### config.mk
export PLATFORM = sky130hd
export DESIGN_NAME = mult_div_unit
export DESIGN_NICKNAME = d
export VERILOG_FILES = /design/src/rtl/mult_div_unit_pkg.sv /design/src/rtl/mult_div_unit_divider.sv /design/src/rtl/mult_div_unit.sv
export SDC_FILE = /design/constraint.sdc
export NUM_CORES = 1
export LEC_CHECK = 0
export BUFFER_PORTS_ARGS = -buffer_cell sky130_fd_sc_hd__clkbuf_2
export CORE_ASPECT_RATIO = 0.7
export CORE_MARGIN = 2
export CORE_UTILIZATION = 40
export DETAILED_ROUTE_END_ITERATION = 8
export SLEW_MARGIN = 20
export SYNTH_ARGS = -nofsm -noshare
export SYNTH_HDL_FRONTEND = slang
export SYNTH_SLANG_ARGS = --single-unit
### constraint.sdc
create_clock -name clk -period 4.02 [get_ports clk]
set_clock_uncertainty 0.2 [all_clocks]
set_input_delay 0 -clock clk [delete_from_list [all_inputs] [get_ports clk]]
set_output_delay 0 -clock clk [all_outputs]
set_load 0.1 [all_outputs]
### src/rtl/mult_div_unit_pkg.sv
// Shared definitions for the multiply/divide unit: funct codes, FSM states,
// default iteration count and a signedness helper.
package mult_div_unit_pkg;

  localparam logic [5:0] FUN_MFHI  = 6'h10;
  localparam logic [5:0] FUN_MTHI  = 6'h11;
  localparam logic [5:0] FUN_MFLO  = 6'h12;
  localparam logic [5:0] FUN_MTLO  = 6'h13;
  localparam logic [5:0] FUN_MULT  = 6'h18;
  localparam logic [5:0] FUN_MULTU = 6'h19;
  localparam logic [5:0] FUN_DIV   = 6'h1A;
  localparam logic [5:0] FUN_DIVU  = 6'h1B;

  localparam int MDU_ITERS = 32;

  typedef enum logic [1:0] {
    ST_IDLE,
    ST_ITER,
    ST_FIX,
    ST_DONE
  } mdu_state_e;

  function automatic logic is_signed_funct(input logic [5:0] f);
    return (f == FUN_MULT) || (f == FUN_DIV);
  endfunction

endpackage

### src/rtl/mult_div_unit_divider.sv
// One restoring-division step: shift the next dividend bit into the partial
// remainder and subtract the divisor when it fits.
module mult_div_unit_divider #(
  parameter int WIDTH = 32
) (
  input  logic [WIDTH-1:0] rem_in,
  input  logic             dividend_bit,
  input  logic [WIDTH-1:0] divisor,
  output logic [WIDTH-1:0] rem_out,
  output logic             quot_bit
);

  logic [WIDTH:0] shifted;
  logic [WIDTH:0] diff;

  // The partial remainder stays below the divisor, so bit WIDTH of diff is a clean borrow.
  always_comb begin
    shifted  = {rem_in, dividend_bit};
    diff     = shifted - {1'b0, divisor};
    quot_bit = ~diff[WIDTH];
    rem_out  = quot_bit ? diff[WIDTH-1:0] : shifted[WIDTH-1:0];
  end

endmodule

### src/rtl/mult_div_unit.sv
// Multi-cycle multiply/divide unit owning HI/LO (radix-2 multiply, restoring divide).
// Define MDU_FAST_MULT_EN for a single-cycle array multiplier on MULT/MULTU.
module mult_div_unit
  import mult_div_unit_pkg::*;
#(
  parameter int WIDTH = MDU_ITERS
) (
  input  logic             clk,
  input  logic             reset_n,
  input  logic             start,
  input  logic             flush,
  input  logic [5:0]       funct,
  input  logic [WIDTH-1:0] opA,
  input  logic [WIDTH-1:0] opB,
  output logic             busy,
  output logic             done,
  output logic [WIDTH-1:0] hi,
  output logic [WIDTH-1:0] lo,
  output logic [WIDTH-1:0] out
);

  localparam int CW = $clog2(WIDTH);

  mdu_state_e       state_q, state_d;
  logic [CW-1:0]    count_q, count_d;
  logic [WIDTH-1:0] hi_q, hi_d;
  logic [WIDTH-1:0] lo_q, lo_d;
  logic [WIDTH-1:0] acc_hi_q, acc_hi_d;
  logic [WIDTH-1:0] acc_lo_q, acc_lo_d;
  logic [WIDTH-1:0] opb_q, opb_d;
  logic             is_div_q, is_div_d;
  logic             neg_q_q, neg_q_d;
  logic             neg_r_q, neg_r_d;
  logic             div_zero_q, div_zero_d;

  logic             sign_a, sign_b;
  logic [WIDTH-1:0] mag_a, mag_b;
  logic             is_mul, is_div;
  logic [WIDTH-1:0] div_rem;
  logic             div_bit;
  logic [WIDTH:0]   mul_sum;
  logic [2*WIDTH-1:0] product;

  always_comb begin
    sign_a = is_signed_funct(funct) & opA[WIDTH-1];
    sign_b = is_signed_funct(funct) & opB[WIDTH-1];
    mag_a  = sign_a ? -opA : opA;
    mag_b  = sign_b ? -opB : opB;
    is_mul = (funct == FUN_MULT) || (funct == FUN_MULTU);
    is_div = (funct == FUN_DIV) || (funct == FUN_DIVU);
  end

`ifdef MDU_FAST_MULT_EN
  logic [2*WIDTH-1:0] fast_mag;
  logic [2*WIDTH-1:0] fast_prod;

  always_comb begin
    fast_mag  = {{WIDTH{1'b0}}, mag_a} * {{WIDTH{1'b0}}, mag_b};
    fast_prod = (sign_a ^ sign_b) ? -fast_mag : fast_mag;
  end
`endif

  mult_div_unit_divider #(.WIDTH(WIDTH)) u_divider (
    .rem_in      (acc_hi_q),
    .dividend_bit(acc_lo_q[WIDTH-1]),
    .divisor     (opb_q),
    .rem_out     (div_rem),
    .quot_bit    (div_bit)
  );

  // acc_hi/acc_lo hold {partial product, multiplier} or {partial remainder, dividend/quotient}.
  always_comb begin
    state_d    = state_q;
    count_d    = count_q;
    hi_d       = hi_q;
    lo_d       = lo_q;
    acc_hi_d   = acc_hi_q;
    acc_lo_d   = acc_lo_q;
    opb_d      = opb_q;
    is_div_d   = is_div_q;
    neg_q_d    = neg_q_q;
    neg_r_d    = neg_r_q;
    div_zero_d = div_zero_q;
    mul_sum    = {1'b0, acc_hi_q} + (acc_lo_q[0] ? {1'b0, opb_q} : '0);
    product    = neg_q_q ? -{acc_hi_q, acc_lo_q} : {acc_hi_q, acc_lo_q};

    case (state_q)
      ST_IDLE, ST_DONE: begin
        state_d = ST_IDLE;
        if (start) begin
          if (funct == FUN_MTHI) begin
            hi_d = opA;
          end else if (funct == FUN_MTLO) begin
            lo_d = opA;
          end
`ifdef MDU_FAST_MULT_EN
          else if (is_mul) begin
            {hi_d, lo_d} = fast_prod;
            state_d      = ST_DONE;
          end
`endif
          else if (is_mul || is_div) begin
            state_d    = ST_ITER;
            count_d    = '0;
            is_div_d   = is_div;
            acc_hi_d   = '0;
            acc_lo_d   = is_div ? mag_a : mag_b;
            opb_d      = is_div ? mag_b : mag_a;
            neg_q_d    = sign_a ^ sign_b;
            neg_r_d    = sign_a;
            div_zero_d = (opB == '0);
          end
        end
      end
      ST_ITER: begin
        count_d = count_q + CW'(1);
        if (is_div_q) begin
          acc_hi_d = div_rem;
          acc_lo_d = {acc_lo_q[WIDTH-2:0], div_bit};
        end else begin
          {acc_hi_d, acc_lo_d} = {mul_sum, acc_lo_q[WIDTH-1:1]};
        end
        if (flush) begin
          state_d = ST_IDLE;
        end else if (count_q == CW'(WIDTH - 1)) begin
          state_d = ST_FIX;
        end
      end
      ST_FIX: begin
        if (flush) begin
          state_d = ST_IDLE;
        end else begin
          state_d = ST_DONE;
          if (is_div_q) begin
            lo_d = div_zero_q ? '1 : (neg_q_q ? -acc_lo_q : acc_lo_q);
            hi_d = neg_r_q ? -acc_hi_q : acc_hi_q;
          end else begin
            {hi_d, lo_d} = product;
          end
        end
      end
      default: state_d = ST_IDLE;
    endcase
  end

  always_ff @(posedge clk or negedge reset_n) begin
    if (!reset_n) begin
      state_q    <= ST_IDLE;
      count_q    <= '0;
      hi_q       <= '0;
      lo_q       <= '0;
      acc_hi_q   <= '0;
      acc_lo_q   <= '0;
      opb_q      <= '0;
      is_div_q   <= 1'b0;
      neg_q_q    <= 1'b0;
      neg_r_q    <= 1'b0;
      div_zero_q <= 1'b0;
    end else begin
      state_q    <= state_d;
      count_q    <= count_d;
      hi_q       <= hi_d;
      lo_q       <= lo_d;
      acc_hi_q   <= acc_hi_d;
      acc_lo_q   <= acc_lo_d;
      opb_q      <= opb_d;
      is_div_q   <= is_div_d;
      neg_q_q    <= neg_q_d;
      neg_r_q    <= neg_r_d;
      div_zero_q <= div_zero_d;
    end
  end

  always_comb begin
    busy = (state_q == ST_ITER) || (state_q == ST_FIX);
    done = (state_q == ST_DONE);
    hi   = hi_q;
    lo   = lo_q;
    if (funct == FUN_MFHI) begin
      out = hi_q;
    end else if (funct == FUN_MFLO) begin
      out = lo_q;
    end else begin
      out = '0;
    end
  end

endmodule
Yosys cells after proc, flatten, opt, wreduce, memory -nomap -nowiden
Cells that the tools add are included.

storage, ports and cells
  bits in registers = 171
  input bits = 74

cells by class
  $add $sub $neg = 8
  equality and inequality tests = 20
  multiplexer cells = 48
  bitwise operators = 6
  reduce and logical (&&, ||, !) cells = 14

operators by type and width
  kind                                                              number
  32-bit 2-to-1 mux                                                 30
  32-bit one-hot mux with 2 select lines                            4
  32-bit negation                                                   4
  64-bit 2-to-1 mux                                                 1
  64-bit negation                                                   1
  6-bit by 5-bit == test with 1-bit output (second input constant)  8
  32-bit by 32-bit adder with 33-bit output                         1
  33-bit by 32-bit subtractor with 33-bit output                    1
  32-bit zero test                                                  1
  5-bit 2-to-1 mux                                                  4
  5-bit AND reduction                                               3
  2-bit != test (second input constant)                             7
  5-bit one-hot mux with 2 select lines                             1
  2-bit 2-to-1 mux                                                  3
  2-bit one-hot mux with 3 select lines                             1
  5-bit by 1-bit adder with 5-bit output (second input constant)    1
  5-bit == test (second input constant)                             1
  1-bit logical OR                                                  5
  2-bit == test (second input constant)                             2
  1-bit 2-to-1 mux                                                  4
  4-bit AND reduction                                               1
  2-bit nonzero test                                                2
  3-bit != test (second input constant)                             1
  1-bit inverter                                                    3
  5 further kinds                                                   6

Longest topological paths before layout
  depth in word-level cells = 10
  mapped depth = 15
  gate-level depth less buffers = 13

Cells and area by module
Synthesis repeated with hierarchy kept, for this count alone.

unflattened totals
  cells, all modules = 1967
  area total of the unflattened synthesis = 15980.3 sq um

by module, submodules not included
  module                 instances  cells an instance  area an instance (sq um)  seq. area each (sq um)
  mult_div_unit          1          1662               13621.8                   4279.1
  mult_div_unit_divider  1          305                2358.5                    0.0

Least setup slack after synthesis
Ideal clock, no wire load.

  path kind = register -> register
  start = register acc_hi_q[6]
  end = register acc_hi_q[0]
  arrival = 3.184 ns
  path slack = 0.545 ns
  stages on the path, launching flop included = 12
  path buffers = 1
  period minus slack after synthesis = 3.475 ns
  cell sequence = dfrtp_1 > ha_1 > a211oi_1 > o21a_1 > or4_1 > a311oi_1 > o21ai_1 > and3_1 > nor3_1 > buf_2 > mux2_2 > o221ai_1

between the ends
  cells in the longest elaborated chain, start to end = 4

ends and longest elaborated chain
  element                                         RTL line                     text
  start: declaration                              mult_div_unit.sv:28          logic [WIDTH-1:0] acc_hi_q, acc_hi_d;
  start signal: assignment                        mult_div_unit.sv:164         acc_hi_q <= acc_hi_d;
  33-bit by 32-bit subtractor with 33-bit output  mult_div_unit_divider.sv:19  diff = shifted - {1'b0, divisor};
  32-bit 2-to-1 mux                               mult_div_unit_divider.sv:21  rem_out = quot_bit ? diff[WIDTH-1:0] : shifted[WIDTH-1:0];
  32-bit 2-to-1 mux                               mult_div_unit.sv:117         if (is_div_q) begin
  32-bit one-hot mux with 2 select lines          mult_div_unit.sv:87          case (state_q)

No other way between the ends.
A chain may end at the register's enable or synchronous reset.

Final worst setup path
  start = register acc_lo_q[31]
  end = register acc_hi_q[17]

between the ends
  cells in the longest elaborated chain, start to end = 4

ends and longest elaborated chain
  element                                         RTL line                     text
  start: declaration                              mult_div_unit.sv:29          logic [WIDTH-1:0] acc_lo_q, acc_lo_d;
  start signal: assignment                        mult_div_unit.sv:165         acc_lo_q <= acc_lo_d;
  33-bit by 32-bit subtractor with 33-bit output  mult_div_unit_divider.sv:19
  32-bit 2-to-1 mux                               mult_div_unit_divider.sv:21
  32-bit 2-to-1 mux                               mult_div_unit.sv:117
  32-bit one-hot mux with 2 select lines          mult_div_unit.sv:87

No other way between the ends.

==> impl_metrics.env <==
export IMPL_hpwl_mm=50.6
export IMPL_place_worst_setup_slack_ns=0.245
export IMPL_ys_warnings_count=0
export IMPL_cts_sinks=171
export IMPL_core_mm2=0.0381
export IMPL_cts_buffers=17
export IMPL_powerDensity_mw_per_mm2=390
export IMPL_crit_type="reg -> reg"
export IMPL_max_freq_mhz=257
export IMPL_grt_remaining_overflow=0
export IMPL_area_growth_pct=19.7
export IMPL_die_x_um=238
export IMPL_synth_area_mux_share=0.0768
export IMPL_grt_pass1_wl_mm=95.3
export IMPL_die_h_um=168
export IMPL_required_ns=4.17
export IMPL_finalSetupViolCount=0
export IMPL_design_die_area_mm2=0.0400
export IMPL_antenna_left=0
export IMPL_power_leakage_nw=8.14
export IMPL_hold_violations=5
export IMPL_initial_utilization=0.403
export IMPL_synth_area_mm2=0.0154
export IMPL_grt_antenna_before_repair=0
export IMPL_min_path_type="in -> async"
export IMPL_clk_pin_slew_ns=0.08
export IMPL_report_final_slew_viol_count=0
export IMPL_synthAdderAreaFrac=0.0621
export IMPL_ir_worst_vdd_v=0.000293
export IMPL_crit_path_start_kind="flip-flop"
export IMPL_violations="hold timing"
export IMPL_slew_headroom=0.313
export IMPL_syn_inst=1941
export IMPL_drive_above_1_share=0.153
export IMPL_grt_pass1_vias=14900
export IMPL_finalWorstSetupSlack_ns=0.130
export IMPL_synth_edf_count=0
export IMPL_syn_nets=2090
export IMPL_drv_cap=0
export IMPL_clk_path_buf_depth=2
export IMPL_cp_arrival_ns=4.04
export IMPL_routed_wl_mm=64.2
export IMPL_wl_per_cell_um=24.0
export IMPL_finalCritPeriodShare=0.968
export IMPL_synth_top_family_by_area="compound AO/OA/AOI/OAI gates"
export IMPL_period_needed_ns=3.89
export IMPL_nets=2312
export IMPL_reg2reg_from="acc_lo_q[31]"
export IMPL_n_fill_cell=3772
export IMPL_postCtsSetupBuffers=0
export IMPL_ys_types=78
export IMPL_holdWs_ns=-0.0168
export IMPL_post_synth_cell_area_avg_um2=7.91
export IMPL_ys_ff_latch=171
export IMPL_clk_latency_ns=0.47
export IMPL_synthArstFlopShare=1.00
export IMPL_htree_levels=4
export IMPL_ctsRootBufferMaster="clkbuf_16"
export IMPL_via_per_inst=6.20
export IMPL_seq_area_frac_synth=0.279
export IMPL_vias=16600
export IMPL_drt_initial_drc_count=2289
export IMPL_crit_fanout=18
export IMPL_worstSetupStartpoint="acc_lo_q[31]"
export IMPL_tritoncts="yes"
export IMPL_grt_max_degree=90
export IMPL_grt_use_total=0.317
export IMPL_pin_count=172
export IMPL_first_pass_iters=6
export IMPL_critPathCaptureType="flip-flop"
export IMPL_tightest_slew_ns=1.03
export IMPL_fin_tns_setup_ns=0
export IMPL_place_congestion=1.01
export IMPL_yosys_area_share_xor_xnor=0.0953
export IMPL_io_buffers=171
export IMPL_synth_main_ff_cell="dfrtp_1"
export IMPL_drc_errors=0
export IMPL_core_rowCount=60
export IMPL_synthSimpleGateAreaFrac=0.179
export IMPL_synth_compound_area_frac=0.262
export IMPL_run_status="complete, but fails checks"
==> critical path, cell delays in order, from the launching register on <==
cell,delay (ns)
dfrtp_1,0.44
inv_1,0.10
ha_1,0.23
fa_1,0.41
nor2b_1,0.16
o31a_1,0.21
o311ai_2,0.16
a311oi_1,0.42
o21ai_1,0.14
a21oi_1,0.42
nor3_2,0.13
buf_12,0.19
or3_1,0.31
a32o_1,0.27
==> synth_stat cells (11+ instances only) <==
cell / count / area share
o41ai_1: 14 / 0.0080
o21ai_0: 189 / 0.062
ha_1: 73 / 0.059
o31ai_1: 20 / 0.0098
mux2_2: 22 / 0.016
dfrtp_1: 171 / 0.28
xnor2_1: 115 / 0.066
inv_1: 69 / 0.017
a22oi_1: 30 / 0.015
clkbuf_1: 99 / 0.024
xor2_1: 52 / 0.030
nor3_1: 38 / 0.012
nor2_1: 196 / 0.048
buf_1: 13 / 0.0032
nand3_1: 30 / 0.0098
nand4_1: 11 / 0.0045
nand2b_1: 17 / 0.0069
a21oi_1: 144 / 0.047
nand2_1: 192 / 0.047
or3_1: 19 / 0.0077
a211oi_1: 33 / 0.016
a31oi_1: 16 / 0.0065
a21o_1: 38 / 0.019
o21a_1: 11 / 0.0054
o211ai_1: 20 / 0.0098
or4_1: 18 / 0.0088
o22ai_1: 30 / 0.012
and2_1: 13 / 0.0053
mux2i_1: 93 / 0.061
==> where the power goes <==
| group | switching, mW | internal [mW] | total, mW |
|---|---|---|---|
| combinational | 2.11 | 0.960 | 3.07 |
| sequential | 0.355 | 1.99 | 2.34 |
| clock | 0.852 | 0.892 | 1.74 |
==> state kept, by name, summed over array words and instances (netlist names) <==
signal	flops
count_q	5
neg_q_q	1
is_div_q	1
state_q	2
neg_r_q	1
acc_hi_q	32
acc_lo_q	32
opb_q	32
lo	32
hi	32
div_zero_q	1
==> cells in the final DEF (no fill, tap or decap), types with 33 or more instances in the layout <==
cell           instances
a211oi_1              33
a21o_1                38
a21oi_1              143
buf_4                 71
clkbuf_2             170
dfrtp_1              170
dlygate4sd3_1         77
ha_1                  72
inv_1                 69
mux2i_1               93
nand2_1              192
nor2_1               196
nor3_1                37
o21ai_0              187
xnor2_1              115
xor2_1                52
==> stage by stage <==
step	power (mW)	hold WS, ns	cell area, um^2	util	instances
after floorplan	4.36	-0.496	15400	-	1941
after global placement	5.27	-0.0720	17000	0.446	2563
after detailed placement	5.29	-0.0687	17000	0.446	2563
after CTS	7.10	0.00612	18400	0.481	2672
after global routing	7.47	0.0516	18400	0.482	2672
final	7.16	-0.0168	18400	0.482	2673
==> final cells by class <==
cell class / count / area (um^2) / area share
Antenna cell: 1 / 2.50 / 0.000136
Clock buffer: 17 / 425 / 0.0232
Clock inverter: 15 / 168 / 0.00912
Inverter: 69 / 259 / 0.0141
Multi-Input combinational cell: 1583 / 10400 / 0.567
Sequential cell: 171 / 4280 / 0.233
Tap cell: 496 / 621 / 0.0338
Timing Repair Buffer: 321 / 2210 / 0.120
==> routing by layer <==
metal / vias up / global-route usage / part of all wire
li1: 7506 / - / -
met1: 8001 / 0.489 / 0.47
met2: 949 / 0.439 / 0.39
met3: 117 / 0.0666 / 0.11
met4: 0 / 0.0859 / 0.027
met5: - / 0 / 0
==> worst paths after layout <==
check | endpoint | slack (ns) | cells after the start
setup reg to reg | acc_hi_q[17] | 0.13 | 13
max in group asynchronous | opb_q[11] | 2.56 | 3
hold reg to reg | count_q[4] | 0.28 | 2
setup / recovery | acc_hi_q[17] | 0.13 | 13
min in group clk | acc_lo_q[18] | 0.05 | 5
hold / removal | acc_hi_q[11] | -0.02 | 2
==> logic make-up after synthesis <==
| family | Yosys count |
|---|---|
| AOI/OAI and AO/OA | 631 |
| xor gates and xnor gates | 167 |
| adders and majority gates | 75 |
| buffers and inverters | 187 |
| DFF | 171 |
| muxes | 115 |
| and+or+nand+nor | 595 |
==> what timing repair did <==
item	in CTS	in global routing
setup endpoints to repair	0	9
endpoints found under the hold margin	202	0
gates resized for setup	0	5
hold buffers	77	0
Note: power is estimated with default switching activity, not from simulation.
